### src/rtl/seg_break_if.sv
// Packet-FIFO read side and output-FIFO write side of the packet segmenter.
// master = the segmenter; slave = the FIFOs (or bench) around it.
// Clock and reset stay plain ports on the modules that use this bundle.
interface seg_break_if #(
  parameter int BYTES = 8,
  parameter int LEN_W = 13
);
  logic [BYTES*8-1:0] pkt_fifo_rd_data;
  logic [LEN_W-1:0]   pkt_fifo_len;
  logic               pkt_fifo_ne;
  logic               pkt_fifo_re;
  logic [BYTES*8-1:0] out_fifo_wr_data;
  logic [BYTES-1:0]   out_fifo_wr_be;
  logic               out_fifo_wr_sop;
  logic               out_fifo_wr_eop;
  logic               out_fifo_wr_last;
  logic               out_fifo_we;
  logic               out_fifo_full;

  modport master (
    input  pkt_fifo_rd_data, pkt_fifo_len, pkt_fifo_ne, out_fifo_full,
    output pkt_fifo_re, out_fifo_wr_data, out_fifo_wr_be, out_fifo_wr_sop,
           out_fifo_wr_eop, out_fifo_wr_last, out_fifo_we
  );

  modport slave (
    output pkt_fifo_rd_data, pkt_fifo_len, pkt_fifo_ne, out_fifo_full,
    input  pkt_fifo_re, out_fifo_wr_data, out_fifo_wr_be, out_fifo_wr_sop,
           out_fifo_wr_eop, out_fifo_wr_last, out_fifo_we
  );
endinterface

### src/rtl/seg_break.sv
// Splits word-aligned packets from a FIFO into byte-enabled segments (fixed or LFSR lengths).
// Latency: a word staged in cycle N is written in N+2; its packet-FIFO pop pulses in N+1.
// Backpressure: no staging while the packet FIFO is empty or the output FIFO is full; 2 words may still land.
module seg_break #(
  parameter int          BYTES     = 8,
  parameter int          LEN_W     = 13,
  parameter logic [11:0] LFSR_SEED = 12'h001,
  parameter logic [7:0]  FILL      = 8'hff
) (
  input  logic        clk,
  input  logic        reset_l,
  seg_break_if.master bus,
  input  logic        seg_mode,
  input  logic [11:0] seg_fixed_len,
  output logic        busy,
  output logic [15:0] seg_cnt
);
  localparam int               LSB      = $clog2(BYTES);
  localparam int               W        = BYTES * 8;
  localparam logic [LSB-1:0]   LANE_MAX = LSB'(BYTES - 1);
  localparam logic [BYTES-1:0] ONES     = '1;

  typedef enum logic [2:0] {IDLE, NEXT_SEG, MASKS, FIRST, REST} state_t;

  state_t           state, state_nxt;
  logic [LEN_W-1:0] count, count_nxt, offset, offset_nxt;
  logic [LEN_W-1:0] seg_len, seg_len_nxt, last_off, last_off_nxt;
  logic [LEN_W-1:0] word_cnt, word_cnt_nxt;
  logic [BYTES-1:0] first_mask, first_mask_nxt, last_mask, last_mask_nxt;
  logic [11:0]      lfsr, lfsr_nxt;
  logic [15:0]      seg_cnt_nxt;
  logic [LEN_W-1:0] len_pick, len_seg;
  logic             last_word, pkt_end, advance;

  // Word staged this cycle (stage 0 combinational view)
  logic             stg_vld, stg_sop, stg_eop, stg_last, stg_pop;
  logic [BYTES-1:0] stg_be;
  // Stage 1 registers
  logic             s1_vld, s1_sop, s1_eop, s1_last, s1_pop;
  logic [BYTES-1:0] s1_be;
  logic [W-1:0]     s1_dat, fill_dat;

  assign busy            = (state != IDLE);
  assign bus.pkt_fifo_re = s1_pop;
  assign advance         = bus.pkt_fifo_ne && !bus.out_fifo_full;
  assign last_word       = (word_cnt == LEN_W'(1));
  assign pkt_end         = last_word && (seg_len == count);

  // Candidate segment length for NEXT_SEG, clipped to what is left of the packet.
  always_comb begin
    if (!seg_mode)                   len_pick = LEN_W'(lfsr);
    else if (seg_fixed_len == 12'd0) len_pick = count;
    else                             len_pick = LEN_W'(seg_fixed_len);
    len_seg = (len_pick < count) ? len_pick : count;
  end

  // Next-state, segment bookkeeping and the word to stage this cycle.
  always_comb begin
    state_nxt      = state;
    count_nxt      = count;
    offset_nxt     = offset;
    seg_len_nxt    = seg_len;
    last_off_nxt   = last_off;
    word_cnt_nxt   = word_cnt;
    first_mask_nxt = first_mask;
    last_mask_nxt  = last_mask;
    lfsr_nxt       = lfsr;
    seg_cnt_nxt    = seg_cnt;
    stg_vld        = 1'b0;
    stg_sop        = 1'b0;
    stg_eop        = 1'b0;
    stg_last       = 1'b0;
    stg_pop        = 1'b0;
    stg_be         = '0;
    case (state)
      IDLE: begin
        if (bus.pkt_fifo_ne) begin
          if (bus.pkt_fifo_len == '0) begin
            // Empty packet still occupies one FIFO word: drop it.
            stg_pop = 1'b1;
          end else begin
            count_nxt  = bus.pkt_fifo_len;
            offset_nxt = '0;
            state_nxt  = NEXT_SEG;
          end
        end
      end
      NEXT_SEG: begin
        if (count == '0) begin
          state_nxt = IDLE;
        end else begin
          seg_len_nxt  = len_seg;
          last_off_nxt = offset + len_seg - LEN_W'(1);
          if (!seg_mode) lfsr_nxt = {lfsr[10:0], lfsr[11] ^ lfsr[10] ^ lfsr[9] ^ lfsr[3]};
          state_nxt = MASKS;
        end
      end
      MASKS: begin
        first_mask_nxt = ONES << offset[LSB-1:0];
        last_mask_nxt  = ONES >> (LANE_MAX - last_off[LSB-1:0]);
        word_cnt_nxt   = LEN_W'(last_off[LEN_W-1:LSB] - offset[LEN_W-1:LSB]) + LEN_W'(1);
        state_nxt      = FIRST;
      end
      FIRST, REST: begin
        if (advance) begin
          stg_vld = 1'b1;
          stg_sop = (state == FIRST);
          if (state == FIRST) stg_be = last_word ? (first_mask & last_mask) : first_mask;
          else                stg_be = last_word ? last_mask : ONES;
          stg_eop      = last_word;
          stg_last     = pkt_end;
          // Pop when the word's top lane is consumed, or the packet ends (partial tail discarded).
          stg_pop      = stg_be[BYTES-1] | pkt_end;
          word_cnt_nxt = word_cnt - LEN_W'(1);
          if (last_word) begin
            offset_nxt  = offset + seg_len;
            count_nxt   = count - seg_len;
            seg_cnt_nxt = seg_cnt + 16'd1;
            state_nxt   = NEXT_SEG;
          end else begin
            state_nxt = REST;
          end
        end
      end
      default: state_nxt = IDLE;
    endcase
  end

  // State register.
  always_ff @(posedge clk or negedge reset_l) begin
    if (!reset_l) state <= IDLE;
    else          state <= state_nxt;
  end

  // Segment bookkeeping registers and LFSR.
  always_ff @(posedge clk or negedge reset_l) begin
    if (!reset_l) begin
      count      <= '0;
      offset     <= '0;
      seg_len    <= '0;
      last_off   <= '0;
      word_cnt   <= '0;
      first_mask <= '0;
      last_mask  <= '0;
      lfsr       <= LFSR_SEED;
      seg_cnt    <= '0;
    end else begin
      count      <= count_nxt;
      offset     <= offset_nxt;
      seg_len    <= seg_len_nxt;
      last_off   <= last_off_nxt;
      word_cnt   <= word_cnt_nxt;
      first_mask <= first_mask_nxt;
      last_mask  <= last_mask_nxt;
      lfsr       <= lfsr_nxt;
      seg_cnt    <= seg_cnt_nxt;
    end
  end

  // Stage 1: capture the staged word and markers; the pop strobe leaves from here.
  always_ff @(posedge clk or negedge reset_l) begin
    if (!reset_l) begin
      s1_vld  <= 1'b0;
      s1_sop  <= 1'b0;
      s1_eop  <= 1'b0;
      s1_last <= 1'b0;
      s1_pop  <= 1'b0;
      s1_be   <= '0;
      s1_dat  <= '0;
    end else begin
      s1_vld  <= stg_vld;
      s1_sop  <= stg_sop;
      s1_eop  <= stg_eop;
      s1_last <= stg_last;
      s1_pop  <= stg_pop;
      s1_be   <= stg_be;
      if (stg_vld) s1_dat <= bus.pkt_fifo_rd_data;
    end
  end

  // Disabled byte lanes are replaced by FILL on the way into stage 2.
  always_comb begin
    for (int i = 0; i < BYTES; i++) begin
      fill_dat[i*8 +: 8] = s1_be[i] ? s1_dat[i*8 +: 8] : FILL;
    end
  end

  // Stage 2: output FIFO write port.
  always_ff @(posedge clk or negedge reset_l) begin
    if (!reset_l) begin
      bus.out_fifo_we      <= 1'b0;
      bus.out_fifo_wr_data <= '0;
      bus.out_fifo_wr_be   <= '0;
      bus.out_fifo_wr_sop  <= 1'b0;
      bus.out_fifo_wr_eop  <= 1'b0;
      bus.out_fifo_wr_last <= 1'b0;
    end else begin
      bus.out_fifo_we      <= s1_vld;
      bus.out_fifo_wr_data <= fill_dat;
      bus.out_fifo_wr_be   <= s1_be;
      bus.out_fifo_wr_sop  <= s1_sop;
      bus.out_fifo_wr_eop  <= s1_eop;
      bus.out_fifo_wr_last <= s1_last;
    end
  end
endmodule

### src/flat_wrapper.sv
// flat-port wrapper written by rule: the top's interface ports become plain ports
module seg_break_flat 
#(
  parameter int          BYTES     = 8,
  parameter int          LEN_W     = 13,
  parameter logic [11:0] LFSR_SEED = 12'h001,
  parameter logic [7:0]  FILL      = 8'hff
)
  (clk, reset_l, seg_mode, seg_fixed_len, busy, seg_cnt, bus_pkt_fifo_rd_data, bus_pkt_fifo_len, bus_pkt_fifo_ne, bus_out_fifo_full, bus_pkt_fifo_re, bus_out_fifo_wr_data, bus_out_fifo_wr_be, bus_out_fifo_wr_sop, bus_out_fifo_wr_eop, bus_out_fifo_wr_last, bus_out_fifo_we);
  seg_break_if #(.BYTES(BYTES), .LEN_W(LEN_W)) bus_i ();
  input  logic clk;
  input  logic reset_l;
  input  logic seg_mode;
  input  logic [11:0] seg_fixed_len;
  output logic busy;
  output logic [15:0] seg_cnt;
  input wire logic [$bits(bus_i.pkt_fifo_rd_data)-1:0] bus_pkt_fifo_rd_data;
  input wire logic [$bits(bus_i.pkt_fifo_len)-1:0] bus_pkt_fifo_len;
  input wire logic [$bits(bus_i.pkt_fifo_ne)-1:0] bus_pkt_fifo_ne;
  input wire logic [$bits(bus_i.out_fifo_full)-1:0] bus_out_fifo_full;
  output wire logic [$bits(bus_i.pkt_fifo_re)-1:0] bus_pkt_fifo_re;
  output wire logic [$bits(bus_i.out_fifo_wr_data)-1:0] bus_out_fifo_wr_data;
  output wire logic [$bits(bus_i.out_fifo_wr_be)-1:0] bus_out_fifo_wr_be;
  output wire logic [$bits(bus_i.out_fifo_wr_sop)-1:0] bus_out_fifo_wr_sop;
  output wire logic [$bits(bus_i.out_fifo_wr_eop)-1:0] bus_out_fifo_wr_eop;
  output wire logic [$bits(bus_i.out_fifo_wr_last)-1:0] bus_out_fifo_wr_last;
  output wire logic [$bits(bus_i.out_fifo_we)-1:0] bus_out_fifo_we;
  assign bus_i.pkt_fifo_rd_data = bus_pkt_fifo_rd_data;
  assign bus_i.pkt_fifo_len = bus_pkt_fifo_len;
  assign bus_i.pkt_fifo_ne = bus_pkt_fifo_ne;
  assign bus_i.out_fifo_full = bus_out_fifo_full;
  assign bus_pkt_fifo_re = bus_i.pkt_fifo_re;
  assign bus_out_fifo_wr_data = bus_i.out_fifo_wr_data;
  assign bus_out_fifo_wr_be = bus_i.out_fifo_wr_be;
  assign bus_out_fifo_wr_sop = bus_i.out_fifo_wr_sop;
  assign bus_out_fifo_wr_eop = bus_i.out_fifo_wr_eop;
  assign bus_out_fifo_wr_last = bus_i.out_fifo_wr_last;
  assign bus_out_fifo_we = bus_i.out_fifo_we;
  seg_break #(.BYTES(BYTES), .LEN_W(LEN_W), .LFSR_SEED(LFSR_SEED), .FILL(FILL)) u_core (.clk(clk), .reset_l(reset_l), .bus(bus_i), .seg_mode(seg_mode), .seg_fixed_len(seg_fixed_len), .busy(busy), .seg_cnt(seg_cnt));
endmodule
### config.mk
export PLATFORM = sky130hd
export DESIGN_NAME = seg_break_flat
export DESIGN_NICKNAME = d
export VERILOG_FILES = /design/src/rtl/seg_break_if.sv /design/src/rtl/seg_break.sv /design/src/flat_wrapper.sv
export SDC_FILE = /design/constraint.sdc
export NUM_CORES = 1
export LEC_CHECK = 0
export ABC_AREA = 1
export ABC_CLOCK_PERIOD_IN_PS = 5100
export CELL_PAD_IN_SITES_DETAIL_PLACEMENT = 1
export CELL_PAD_IN_SITES_GLOBAL_PLACEMENT = 2
export CORE_MARGIN = 4
export CORE_UTILIZATION = 37
export CTS_BUF_LIST = sky130_fd_sc_hd__clkbuf_2 sky130_fd_sc_hd__clkbuf_4 sky130_fd_sc_hd__clkbuf_8
export CTS_CLUSTER_DIAMETER = 80
export DETAILED_ROUTE_END_ITERATION = 6
export PLACE_DENSITY = 0.95
export SYNTH_ARGS = -nofsm -noshare
export SYNTH_HDL_FRONTEND = slang
export SYNTH_SLANG_ARGS = --single-unit
### constraint.sdc
create_clock -name clk -period 5.1 [get_ports clk]
set_input_delay 1.02 -clock clk [delete_from_list [all_inputs] [get_ports clk]]
set_output_delay 1.02 -clock clk [all_outputs]
set_load 0.02 [all_outputs]
Word level (Yosys, flattened, before mapping)
Cells that the tools add are included.
{"block": "totals", "input_bits": 94, "word_cells": 117, "output_inout_bits": 94, "ff_bits": 265}
{"block": "op_classes", "eq_ne": 10, "magnitude_cmp": 1, "n_addsub": 9, "mux": 48, "n_bitwise": 7, "n_shift": 2, "n_reduce_logical": 17}
{"op": "$mux 13", "count": 12}
{"op": "$mux 8", "count": 15}
{"op": "$pmux 13 s2", "count": 3}
{"op": "$add 13x13->13", "count": 2}
{"op": "$logic_not 13->1", "count": 2}
{"op": "$sub 13x1->13 const B", "count": 2}
{"op": "$add 16x1->16 const B", "count": 1}
{"op": "$add 13x1->13 const B", "count": 1}
{"op": "$eq 13x1->1 const B", "count": 1}
{"op": "$eq 13x13->1", "count": 1}
{"op": "$lt 13x13->1", "count": 1}
{"op": "$sub 13x13->13", "count": 1}
{"op": "$logic_not 12->1", "count": 1}
{"op": "$mux 3", "count": 4}
{"op": "$pmux 3 s4", "count": 1}
{"op": "$mux 1", "count": 11}
{"op": "$sub 10x10->11", "count": 1}
{"op": "$reduce_and 3->1", "count": 3}
{"op": "$and 8x8->8", "count": 1}
{"op": "$shl 8x3->8 const A", "count": 1}
{"op": "$shr 8x3->8 const A", "count": 1}
{"op": "$eq 3x2->1 const B", "count": 2}
{"op": "$reduce_and 5->1", "count": 1}
{"op": "$ne 2x1->1 const B", "count": 2}
{"op": "other kinds (16)", "count": 23}

Longest topological paths before layout
{"block": "depth", "ltp_word": 8, "ltp_mapped": 29, "depth_no_buf": 27}

Least setup slack after synthesis
No wires, ideal clock.
{"block": "synth_path", "path_type": "input port to flip-flop", "from": "input seg_fixed_len[6]", "to": "register u_core.last_off[9]", "setup_slack_ns": 0.549, "stages": 27, "required_time_ns": 4.965, "arrival_ns": 4.416, "setup_ns": 0.135, "path_buffers": 2, "path_cell_list": "nor2_1 nand2_1 nor2_1 nand2_1 clkbuf_1 o211ai_1 o21ai_0 inv_1 ha_1 a21oi_1 nor3_1 a211oi_1 nand2_1 nand2_1 nand2_1 buf_2 nand2_1 o21ai_0 ha_1 inv_1 ha_1 fa_1 a21oi_1 nor2_1 nor2_1 xor2_1 o21ai_0"}
{"block": "synth_between", "elab_chain_len": 7}
{"item": "start: declaration", "line": "flat_wrapper.sv:14", "rtl": "input logic [11:0] seg_fixed_len;"}
{"item": "$logic_not 12->1", "line": "seg_break.sv:52", "rtl": "else if (seg_fixed_len == 12'd0) len_pick = count;"}
{"item": "$mux 13 *", "line": "seg_break.sv:52"}
{"item": "$mux 13 *", "line": "seg_break.sv:51", "rtl": "if (!seg_mode) len_pick = LEN_W'(lfsr);"}
{"item": "$lt 13x13->1", "line": "seg_break.sv:54", "rtl": "len_seg = (len_pick < count) ? len_pick : count;"}
{"item": "$mux 13 *", "line": "seg_break.sv:54"}
{"item": "$add 13x13->13 *", "line": "seg_break.sv:93", "rtl": "last_off_nxt = offset + len_seg - LEN_W'(1);"}
{"item": "$sub 13x1->13 *", "line": "seg_break.sv:93"}
{"item": "end signal: assignment", "line": "seg_break.sv:151", "rtl": "last_off <= last_off_nxt;"}
{"item": "end: declaration", "line": "seg_break.sv:27", "rtl": "logic [LEN_W-1:0] seg_len, seg_len_nxt, last_off, last_off_nxt;"}
Mark *: on every way between the ends. The rest lies on a longest branch, timed or not.
A chain may end at the register's enable or synchronous reset.

Worst setup path in the final report
{"block": "layout_path", "from": "input seg_fixed_len[6]", "to": "register u_core.last_off[12]"}
The elaborated chain is that of the path after synthesis.

==> results <==
-- metal layers --
metal  part of all wire [%]  global-route usage, %  vias up
li1                       -                      -     5507
met1                     43                   27.4     5699
met2                     49                   37.3      236
met3                    4.6                   4.14       76
met4                    3.0                   8.40        2
met5                  0.030                      0        -
-- area by class of cell --
type | instances | area [sq um]
repair buffers | 252 | 2380
clock buffers | 74 | 931
fillers | 4179 | 18400
clock inverters | 11 | 126
multi-input cells | 992 | 5580
inverters | 245 | 920
flip-flops and latches | 264 | 6610
well taps | 461 | 577
diodes | 3 | 7.51
-- worst max path at each step --
stage	endpoint	slack [ns]	cells past startpoint
floorplan	u_core.last_off[9]	0.55	27
global placement	u_core.last_off[10]	-0.19	25
detailed placement	u_core.last_off[10]	-0.49	28
CTS	u_core.last_off[12]	0.04	26
global route	u_core.last_off[12]	-0.003	30
finish	u_core.last_off[12]	0.33	30
-- cells by family (layout without fill, tap and decap cells) --
| logic type | Yosys count | count (layout) | share of synthesized area (%) |
|---|---|---|---|
| buf+inv | 292 | 582 | 8.47 |
| xor+xnor | 44 | 44 | 2.91 |
| simple gates | 557 | 558 | 18.2 |
| fa+ha+maj | 77 | 77 | 7.50 |
| flops | 264 | 264 | 49.9 |
| mux | 6 | 6 | 0.510 |
| other cells | 0 | 3 | 0 |
| compound gates | 307 | 307 | 12.6 |
-- worst max-delay path: cells and delay by family --
| family | cells | cell delay (ns) |
|---|---|---|
| xor gates and xnor gates | 1 | 0.22 |
| AOI/OAI and AO/OA | 6 | 0.74 |
| buffers and inverters | 7 | 1.09 |
| adders and majority gates | 3 | 0.77 |
| and+or+nand+nor | 13 | 1.37 |
-- power breakdown --
part           total, mW  internal, mW  switching (mW)
combinational       5.61          2.20            3.41
clock               2.20          1.27           0.926
sequential          3.24          2.76           0.485
total               11.1          6.23            4.82
-- layout by cell type, fill, tap and decap left out, types with 3 or more instances in the layout --
master and instances:
o211ai_1 11, clkinv_2 6, clkbuf_8 60, mux2_2 6, clkbuf_4 14, o21ai_1 7, nand2_1 348, o22ai_1 11
nor2_2 3, diode_2 3, a21oi_1 61, xor2_1 25, nand2_4 3, nor2_4 6, ha_1 73, nand4_1 15
o21ai_0 179, o21bai_1 3, nor2_1 83, fa_1 4, inv_1 241, o221ai_1 8, dfrtp_1 263, a31oi_1 14
nor3_1 16, nand2_2 7, inv_2 4, nand3_1 54, nor4_1 6, buf_4 63, or2_2 5, clkdlybuf4s50_1 186
xnor2_1 18
-- per-stage QoR --
stage / worst slack, ns / setup TNS [ns]
floorplan: 0.549 / 0
global placement: -0.193 / -1.23
detailed placement: -0.491 / -3.97
CTS: 0.0386 / 0
global route: -0.00257 / -0.00257
finish: 0.326 / 0
-- sequential cells by signal, indices dropped and copies added, names as in the netlist, 13 cells and up --
register / flops
u_core.bus.out_fifo_wr_data: 64
u_core.count: 13
u_core.last_off: 13
u_core.offset: 13
u_core.s1_dat: 64
u_core.seg_cnt: 16
u_core.seg_len: 13
u_core.word_cnt: 13
-- Yosys cell counts, types with 4 or more instances --
cell | instances | area (sq um)
nor2_4 | 4 | 45.0
a21oi_1 | 63 | 315
nand2_1 | 350 | 1310
clkbuf_1 | 31 | 116
inv_1 | 241 | 905
nor3_1 | 17 | 85.1
nand2_2 | 4 | 25.0
o21ai_0 | 185 | 926
inv_2 | 4 | 15.0
a31oi_1 | 14 | 87.6
dfrtp_1 | 263 | 6580
o221ai_1 | 8 | 70.1
o211ai_1 | 11 | 82.6
nand3_1 | 54 | 270
nand4_1 | 15 | 93.8
mux2_2 | 6 | 67.6
nor4_1 | 6 | 37.5
buf_2 | 12 | 60.1
o22ai_1 | 11 | 68.8
ha_1 | 73 | 913
xor2_1 | 25 | 219
or2_2 | 5 | 31.3
nor2_1 | 86 | 323
xnor2_1 | 19 | 166
fa_1 | 4 | 80.1
-- timing repair --
| item | CTS | global route |
|---|---|---|
| resized for setup | 0 | 18 |
| buffers inserted | 0 | 1 |
| setup endpoints to repair | 0 | 8 |
==> reports/summary.txt <==
outcome: finished, final reports clean
slowest stage cell on the critical path: clkdlybuf4s50_1
CTS Buf Count: 47
final hold slack: 0.348 ns
final net count: 1973
setup slack, reg-to-reg: 1.06 ns
Area growth syn-to-layout: 29.2%
post-placement cell count: 2212
Seq/Total Area, Yosys: 49.9%
layout cell share with drive strength beyond 1: 10.7%
Critical Path Start Type: primary input
GPL Wtd Cong: 0.890
Gate Count Post-Synth: 1547
Crit path largest cell delay: 0.42 ns
Max FO, Critical Path: 16
Critical Path Sink Type: flop
Die Area: 38900 sq um
Post-Syn Area: 13300 sq um
GRT Overall Usage: 21.8%
Overflow after GRT: 0
CTS max path bufs: 3
clock slew at reported path FFs: 0.06 ns
initial DRC count: 513
Worst EP required: 5.56 ns
initial antenna violation count: 4
Initial Util: 37.4%
htree depth: 2
CTS tree: yes
Wirelength per Cell: 18.6 um
Die Ht: 197 um
drt via density: 5.00
Post-Syn Area per Cell: 8.57 sq um
Placement Cell Area: 16000 sq um
first-pass GRT wire length: 67.7 mm
Max-Cap Viols: 0
IR drop worst, VDD: 0.000325 V
drt pass-1 iters: 6
Synthesis Warnings: 0
PwrDens: 645 nW/um^2
largest net degree at the start of global routing: 119
Final period util: 93.6%
Rel. slew slack: 41.0%
Final Non-Filler Cells: 2302
port bufs: 187
Die Span X: 197 um
vias in the first global route: 12500
leakage: 8.09 nW
critical path class: primary input to flop
Fmax achieved: 209 MHz
min-delay src: u_core.s1_last
clock sinks: 264
post-cts hold buffer count: 0
EDFF count, synth: 0
Yosys cell types: 49
FP Rows: 69
skew final: 0.0382 ns
RR Startpoint: u_core.count[1]
Ports: 188
design area: 17100 sq um
R2R depth: 25
crit path from: seg_fixed_len[6]
Slew Limit Fails: 0
Tmin final: 4.77 ns
DRC Markers: 0
Design Power: 11.1 mW
Root Buffer: clkbuf_8
Vias: 11500
Worst-Skew Late Latency: 0.62 ns
final core occ: 48.3%
Synth Register Bits: 264
count of final setup violators: 0
Synth Flop Type: dfrtp_1
syn_nets: 1718
Post-synth ARST share: 100%
hold crit path type: flop to flop
worst-margin pin slew: 0.885 ns
core area: 35500 sq um
Worst Hold Path Cells: 0
Critical R2R Capture: u_core.last_off[12]
final hold viol count: 0
final WL: 42.8 mm
Worst EP arrival: 5.23 ns
post-route ant nets: 0
Hold Path End: u_core.bus.out_fifo_wr_last
hpwl dp: 31.8 mm
Note: power is estimated with default switching activity, not from simulation.
